`src/rtl/cache_miss_ctrl.sv`:
```
// Data-cache miss handler: optional dirty-victim writeback, then a 4-beat line refill.
// Optional perf counters are compiled in with `define MISS_PERF_CNT_EN.
module cache_miss_ctrl #(
  parameter int MEM_ADDR_W = 28,
  parameter int DATA_W     = 128,
  parameter int BEATS      = 4,
  parameter int TAG_W      = 20
) (
  input  logic                      clk,
  input  logic                      reset,
  input  logic                      miss_valid,
  output logic                      miss_ready,
  input  logic [MEM_ADDR_W-3:0]     miss_line_addr,
  input  logic                      miss_dirty,
  input  logic [MEM_ADDR_W-3:0]     victim_line_addr,
  input  logic [DATA_W*BEATS-1:0]   victim_line,
  output logic                      mem_req_valid,
  input  logic                      mem_req_ready,
  output logic                      mem_req_rw,
  output logic [MEM_ADDR_W-1:0]     mem_req_addr,
  output logic                      mem_req_data_valid,
  input  logic                      mem_req_data_ready,
  output logic [DATA_W-1:0]         mem_req_data_bits,
  output logic [DATA_W/8-1:0]       mem_req_data_mask,
  input  logic                      mem_resp_valid,
  input  logic [DATA_W-1:0]         mem_resp_data,
  output logic                      refill_valid,
  output logic [1:0]                refill_beat,
  output logic [DATA_W-1:0]         refill_data,
  output logic                      miss_done
`ifdef MISS_PERF_CNT_EN
  ,
  output logic [31:0]               perf_refills,
  output logic [31:0]               perf_writebacks
`endif
);

  // Beat index is 2 bits wide and each beat maps onto one of four data SRAMs.
  if (BEATS != 4) begin : g_bad_beats
    $error("cache_miss_ctrl: BEATS must be 4");
  end
  if (TAG_W > MEM_ADDR_W - 2) begin : g_bad_tag
    $error("cache_miss_ctrl: TAG_W wider than line address");
  end

  localparam logic [1:0] LAST = 2'(BEATS - 1);

  typedef enum logic [2:0] {IDLE, WB_REQ, WB_DATA, RF_REQ, RF_DATA, DONE} state_t;

  state_t                    state, state_n;
  logic [1:0]                beat;
  logic [MEM_ADDR_W-3:0]     line_q, victim_addr_q;
  logic [DATA_W*BEATS-1:0]   victim_q;

  logic wb_beat_acc, rf_beat_acc;
  assign wb_beat_acc = (state == WB_DATA) && mem_req_data_ready;
  assign rf_beat_acc = (state == RF_DATA) && mem_resp_valid;

  always_ff @(posedge clk or posedge reset) begin
    if (reset) begin
      state         <= IDLE;
      beat          <= '0;
      line_q        <= '0;
      victim_addr_q <= '0;
      victim_q      <= '0;
    end else begin
      state <= state_n;
      if (state == IDLE && miss_valid) begin
        line_q        <= miss_line_addr;
        victim_addr_q <= victim_line_addr;
        victim_q      <= victim_line;
      end
      // beat wraps naturally from LAST back to 0 at the end of each burst
      if (state == WB_REQ && mem_req_ready) beat <= '0;
      else if (wb_beat_acc || rf_beat_acc)  beat <= beat + 2'd1;
    end
  end

  always_comb begin
    state_n = state;
    case (state)
      IDLE:    if (miss_valid) state_n = miss_dirty ? WB_REQ : RF_REQ;
      WB_REQ:  if (mem_req_ready) state_n = WB_DATA;
      WB_DATA: if (wb_beat_acc && beat == LAST) state_n = RF_REQ;
      RF_REQ:  if (mem_req_ready) state_n = RF_DATA;
      RF_DATA: if (rf_beat_acc && beat == LAST) state_n = DONE;
      DONE:    state_n = IDLE;
      default: state_n = IDLE;
    endcase
  end

  always_comb begin
    miss_ready         = (state == IDLE);
    mem_req_valid      = 1'b0;
    mem_req_rw         = 1'b0;
    mem_req_addr       = '0;
    mem_req_data_valid = 1'b0;
    mem_req_data_bits  = '0;
    mem_req_data_mask  = '0;
    refill_valid       = 1'b0;
    refill_beat        = 2'd0;
    refill_data        = '0;
    miss_done          = (state == DONE);
    case (state)
      WB_REQ: begin
        mem_req_valid = 1'b1;
        mem_req_rw    = 1'b1;
        mem_req_addr  = {victim_addr_q, 2'b00};
      end
      WB_DATA: begin
        mem_req_data_valid = 1'b1;
        mem_req_data_bits  = victim_q[beat*DATA_W +: DATA_W];
        mem_req_data_mask  = '1;
      end
      RF_REQ: begin
        mem_req_valid = 1'b1;
        mem_req_addr  = {line_q, 2'b00};
      end
      RF_DATA: begin
        refill_valid = mem_resp_valid;
        refill_beat  = beat;
        refill_data  = mem_resp_data;
      end
      default: ;
    endcase
  end

`ifdef MISS_PERF_CNT_EN
  always_ff @(posedge clk or posedge reset) begin
    if (reset) begin
      perf_refills    <= '0;
      perf_writebacks <= '0;
    end else begin
      if (state != DONE && state_n == DONE) perf_refills    <= perf_refills + 32'd1;
      if (state == WB_REQ && mem_req_ready) perf_writebacks <= perf_writebacks + 32'd1;
    end
  end
`endif

endmodule

```
`config.mk`:
```
export PLATFORM = sky130hd
export DESIGN_NAME = cache_miss_ctrl
export DESIGN_NICKNAME = d
export VERILOG_FILES = /design/src/rtl/cache_miss_ctrl.sv
export SDC_FILE = /design/constraint.sdc
export NUM_CORES = 1
export LEC_CHECK = 0
export CAP_MARGIN = 20
export CORE_AREA = 2 2 388 390
export CTS_BUF_LIST = sky130_fd_sc_hd__clkbuf_4 sky130_fd_sc_hd__clkbuf_8
export CTS_CLUSTER_SIZE = 28
export DETAILED_ROUTE_END_ITERATION = 7
export DIE_AREA = 0 0 390 392
export SLEW_MARGIN = 20
export SYNTH_ARGS = -nofsm -noshare
export SYNTH_HDL_FRONTEND = slang
export SYNTH_SLANG_ARGS = --single-unit
```
`constraint.sdc`:
```
create_clock -name clk -period 40.3 [get_ports clk]
set_clock_uncertainty 0.1 [all_clocks]
set_input_delay 8.06 -clock clk [delete_from_list [all_inputs] [get_ports clk]]
set_output_delay 8.06 -clock clk [all_outputs]
set_load 0.02 [all_outputs]
```
==> out/results.txt, run 1 <==
fin crit period - 17.82 ns
Int Power - 1.91 mW
DRT antenna net count - 0
Final Cycle Share - 44.2%
Psw - 1.01 mW
drt drc - 0
H-tree depth - 3
worst-skew pair later-pin latency - 0.77 ns
post-CTS sizing - 0
Relative slew margins - 27.9%
Overall Global Routing Usage - 13.1%
CTS root buf - clkbuf_8
die extent in y - 392 um
number of setup buffers added after CTS - 0
PwrDens - 71.7 nW/um2
Placed Area - 38,400 um2
drt wl/cell - 21.6 um
outcome - complete, no violations
type of the tightest min-delay check - reg -> reg
Iter 0 DRT Violations - 677
row count - 142
Seq/Total Area, Yosys - 52.6%
syn_area_per_cell - 15.5 um2
Clock power frac - 20.8%
Port-buffer cells - 1,004
Vias - 18,696
Buf/Inv on CP - 2
RSZ-0062 raised after global routing - false
CTS Buffer Depth - 3
Slew @ Worst Pin - 1.08 ns
Tot Pwr - 2.92 mW
required time worst endpoint - 32.14 ns
Worst-path clk slew - 0.05 ns
CP max-delay cell - clkdlybuf4s50_1
initial core utilization - 18.2%
total negative slack - 0 ns
Synth area leaders - dfrtp_1 (53%), mux2_1 (23%), mux4_2 (11%)
Crit path depth - 3
GR Overflow Total - 0
CTS tree - built
worst IR drop on VDD - 0.0393 mV
Max Slew Vio Count - 0
post-DR vias/cell - 3.90
GPL Wtd Cong - 0.993
total die area - 153,000 um2
CP Capture Type - output port
clk sinks - 569
most used cell, CP - clkdlybuf4s50_1
crit-path max FO - 3
# hold bufs at CTS - 0
CP startpoint kind - primary input
FF-to-FF setup slack - 34.93 ns
P_leak - 16.1 nW
vias in the first global route - 19,934
area grow syn2layout - 50.5%
Peak Freq - 56.1 MHz
Top delay family on crit path - buffers and inverters
Critical Path Max Stage Delay - 0.85 ns
critical path arrival - 9.66 ns
final wirelength - 104 mm
worst setup margin - 22.48 ns
pre-CTS setup slack - 22.37 ns
antenna violations before repair - 63
Die Span X - 390 um
area leader, netlist - dfrtp_1
Nets - 3,446
WHS - 0.379 ns
IO Count - 1,007
total core area - 149,000 um2
largest net degree at the start of global routing - 130
hold path depth - 1
DP HPWL - 80.2 mm
final setup fails - 0
FILL cells - 15,355
Ys Warns - 0
Hold Vio Cnt, Final - 0
first-pass GRT wire length - 145 mm
sequential share of power - 35.9%
switching power share of the total - 34.5%
reg2reg path depth - 7
post-synth top area share - 52.6%
maxcap violations - 0
worst r2r src - state[1]
Synth Register Bits - 569
most frequent cells in the layout - clkdlybuf4s50_1 (1,004), dfrtp_1 (566), mux2_1 (564)
Worst Path Class, Setup - in -> out
crit path cell chain - clkdlybuf4s50_1 > and2_1 > clkdlybuf4s50_1
most common cell after layout, fill and taps aside - clkdlybuf4s50_1
post-synthesis cell count - 1,751
Yosys cell types - 30
layout cells sized above 1 - 12.4%
total CTS buffers - 106
fin area - 40,700 um2
First-pass DRT Iterations - 4
CP startpoint - mem_resp_valid
Gate power share - 43.4%
Synth Cell Area - 27,100 um2
Worst Hold Launch - victim_q[334]
[cells in the mapped netlist]
| master | count |
|---|---|
| dfrtp_1 | 569 |
| mux2_1 | 564 |
| and2_1 | 260 |
| mux4_2 | 128 |
| buf_8 | 52 |
| buf_2 | 30 |
| nor2_1 | 30 |
| mux2i_1 | 28 |
| clkbuf_1 | 27 |
| buf_4 | 26 |
| buf_6 | 7 |
| buf_12 | 5 |
| nand2_1 | 4 |
| nand2b_1 | 3 |
| a21oi_1 | 2 |
| inv_1 | 2 |
| a221oi_1 | 1 |
| a311oi_1 | 1 |
| and3b_1 | 1 |
| conb_1 | 1 |
| ha_1 | 1 |
| inv_2 | 1 |
| nand3_1 | 1 |
| nand4bb_1 | 1 |
| nor3_4 | 1 |
| nor3b_2 | 1 |
| nor4bb_1 | 1 |
| o21ai_0 | 1 |
| o21bai_1 | 1 |
| o31a_1 | 1 |
[final timing paths]
path / endpoint
setup / recovery: refill_valid
hold / removal: victim_q[334]
setup reg to reg: victim_q[283]
hold reg to reg: victim_q[334]
max in group asynchronous: victim_q[147]
min in group asynchronous: victim_q[257]
[kinds of logic (layout without fill, tap and decap cells)]
family	after synthesis	in the layout	synth area share, %
muxes	720	720	35.1
DFF	569	569	52.6
and+or+nand+nor	303	303	6.78
buffers and inverters	150	1221	5.24
AOI/OAI and AO/OA	7	7	0.180
adders and majority gates	1	1	0.0462
other	1	27	0.0139
[per-layer routing]
metal	part of all wire (%)	track usage (%)
met1	40	15.7
met2	45	20.2
met3	13	7.38
met4	2.1	3.57
met5	0.27	0
[power groups by stage]
stage	clock network (mW)	logic, mW	registers, mW
after global placement	0	1.28	1.05
final	0.606	1.27	1.05
after global routing	0.658	1.37	1.08
after floorplan	0	0.911	0.963
after detailed placement	0	1.29	1.06
after CTS	0.632	1.30	1.05
[layout make-up]
cell class	count	area, um2	share of cell area [%]
Clock inverter	20	214	0.525
Antenna cell	25	62.6	0.154
Timing Repair Buffer	1033	10300	25.2
Multi-Input combinational cell	1033	11400	28.1
Tap cell	1944	2430	5.97
Inverter	3	18.8	0.0461
Clock buffer	165	2060	5.07
Sequential cell	569	14200	35.0
[flip-flops by register name, indices dropped and copies added (netlist names)]
| register | flops |
|---|---|
| victim_q | 512 |
| line_q | 26 |
| victim_addr_q | 26 |
| state | 3 |
| beat | 2 |
[through the flow]
step / instances / util [%]
global placement: 4582 / 25.8
detailed placement: 4582 / 25.8
global route: 4779 / 27.3
finish: 4792 / 27.4
CTS: 4767 / 27.3
floorplan: 1752 / -
Power figures use the tool's default switching activity.
==> run 2: changes to the inputs <==
==> constraint.sdc (replaced) <==
create_clock -name clk -period 15.9 [get_ports clk]
set_clock_uncertainty 0.1 [all_clocks]
set_input_delay 3.18 -clock clk [delete_from_list [all_inputs] [get_ports clk]]
set_output_delay 3.18 -clock clk [all_outputs]
set_load 0.02 [all_outputs]
==> out/results.txt, run 2 (synthesis results as in run 1) <==
crit path cell chain - clkdlybuf4s50_1 > and2_1 > clkdlybuf4s50_1
Critical Path Max Stage Delay - 0.88 ns
GR Overflow Total - 0
worst r2r src - state[1]
CTS tree - built
# hold bufs at CTS - 0
fin area - 40,800 um2
worst-skew pair later-pin latency - 0.80 ns
final core utilization - 27.4%
CP startpoint - mem_resp_data[7]
required time worst endpoint - 12.62 ns
type of the tightest min-delay check - reg -> reg
Worst Path Class, Setup - in -> out
maxcap violations - 0
Nets - 3,442
DRT antenna net count - 0
final setup fails - 0
FF-to-FF setup slack - 11.14 ns
Relative slew margins - 29.1%
antenna violations before repair - 42
post-CTS sizing - 0
PwrDens - 182 nW/um2
Worst R2R End - victim_q[184]
Die Span X - 390 um
Non-Filler Instances - 4,784
most common cell after layout, fill and taps aside - clkdlybuf4s50_1
largest net degree at the start of global routing - 154
drt drc - 0
Worst Hold Launch - victim_q[508]
placed insts - 4,578
WHS - 0.378 ns
Overall Global Routing Usage - 12.1%
number of setup buffers added after CTS - 0
CTS Buffer Depth - 3
clk sinks - 569
P_leak - 16.1 nW
vias in the first global route - 19,656
Hold Vio Cnt, Final - 0
drt wl/cell - 20.0 um
Vias - 18,508
Slew @ Worst Pin - 1.06 ns
outcome - complete, no violations
Top delay family on crit path - buffers and inverters
layout cells sized above 1 - 12.5%
critical path arrival - 4.92 ns
biggest registers after layout - victim_q x512, line_q x26, victim_addr_q x26
crit-path max FO - 1
Top reg by flops - victim_q
GPL Wtd Cong - 0.899
Final Cycle Share - 51.6%
First-pass DRT Iterations - 4
total die area - 153,000 um2
IO Count - 1,007
Port-buffer cells - 1,004
Max Slew Vio Count - 0
fin crit period - 8.20 ns
Peak Freq - 122 MHz
total negative slack - 0 ns
Largest register FFs - 512
DP HPWL - 72.4 mm
Buf/Inv on CP - 2
reg2reg path depth - 7
Iter 0 DRT Violations - 665
die extent in y - 392 um
Worst-path clk slew - 0.05 ns
worst IR drop on VDD - 0.0992 mV
CP Capture Point - refill_data[7]
row count - 142
Placed Area - 38,400 um2
CP max-delay cell - clkdlybuf4s50_1
Crit path depth - 3
final wirelength - 95.9 mm
initial core utilization - 18.2%
first-pass GRT wire length - 136 mm
H-tree depth - 3
most frequent cells in the layout - clkdlybuf4s50_1 (1,004), dfrtp_1 (566), mux2_1 (564)
total CTS buffers - 106
CP startpoint kind - primary input
total core area - 149,000 um2
area grow syn2layout - 50.6%
CTS root buf - clkbuf_8
post-DR vias/cell - 3.87
CP Capture Type - output port
most used cell, CP - clkdlybuf4s50_1
RSZ-0062 raised after global routing - false
run 2: cell types whose count changed in the layout (fill, tap and decap cells not counted):
cell        change
nand2b_1        -1
clkbuf_4        +4
nand2b_2        +1
clkinv_2        +1
clkbuf_8        -3
inv_12          +3
diode_2         -8
inv_8           -1
inv_6           -1
clkinvlp_4      +1
buf_4           -8
buf_12          +4
run 2: layer usage:
| metal | vias up | routed length, um | track usage (%) |
|---|---|---|---|
| met4 | 42 | 2540 | 4.20 |
| li1 | 8255 | - | - |
| met3 | 169 | 10700 | 6.31 |
| met5 | - | 280 | 0 |
| met2 | 661 | 43400 | 18.6 |
| met1 | 9381 | 38900 | 14.4 |
run 2: how the worst min path moves through the flow:
stage / cells after the start / to
3_5_place_dp: 1 / victim_q[391]
2_1_floorplan: 1 / victim_q[241]
3_3_place_gp: 1 / victim_q[355]
6_report: 1 / victim_q[508]
4_1_cts: 1 / victim_q[391]
5_1_grt: 1 / victim_q[365]
run 2: final cells by class:
| cell class | instances | area (um2) |
|---|---|---|
| Fill cell | 15304 | 108000 |
| Sequential cell | 569 | 14200 |
| Multi-Input combinational cell | 1033 | 11400 |
| Timing Repair Buffer | 1029 | 10300 |
| Tap cell | 1944 | 2430 |
| Clock buffer | 166 | 2050 |
| Clock inverter | 23 | 259 |
| Antenna cell | 17 | 42.5 |
| Inverter | 3 | 15.0 |
run 2: power by group:
group / leakage [nW] / total (mW) / switching [mW] / internal [mW]
registers: 6.74 / 2.65 / 0.445 / 2.20
logic: 8.09 / 3.23 / 1.46 / 1.78
clock network: 1.23 / 1.55 / 0.671 / 0.874
run 2: metrics by stage:
stage / worst slack, ns / power [mW]
after floorplan: 4.87 / 4.75
after global placement: 7.72 / 5.90
after detailed placement: 7.73 / 5.98
after CTS: 7.73 / 7.58
after global routing: 7.67 / 7.89
final: 7.70 / 7.42
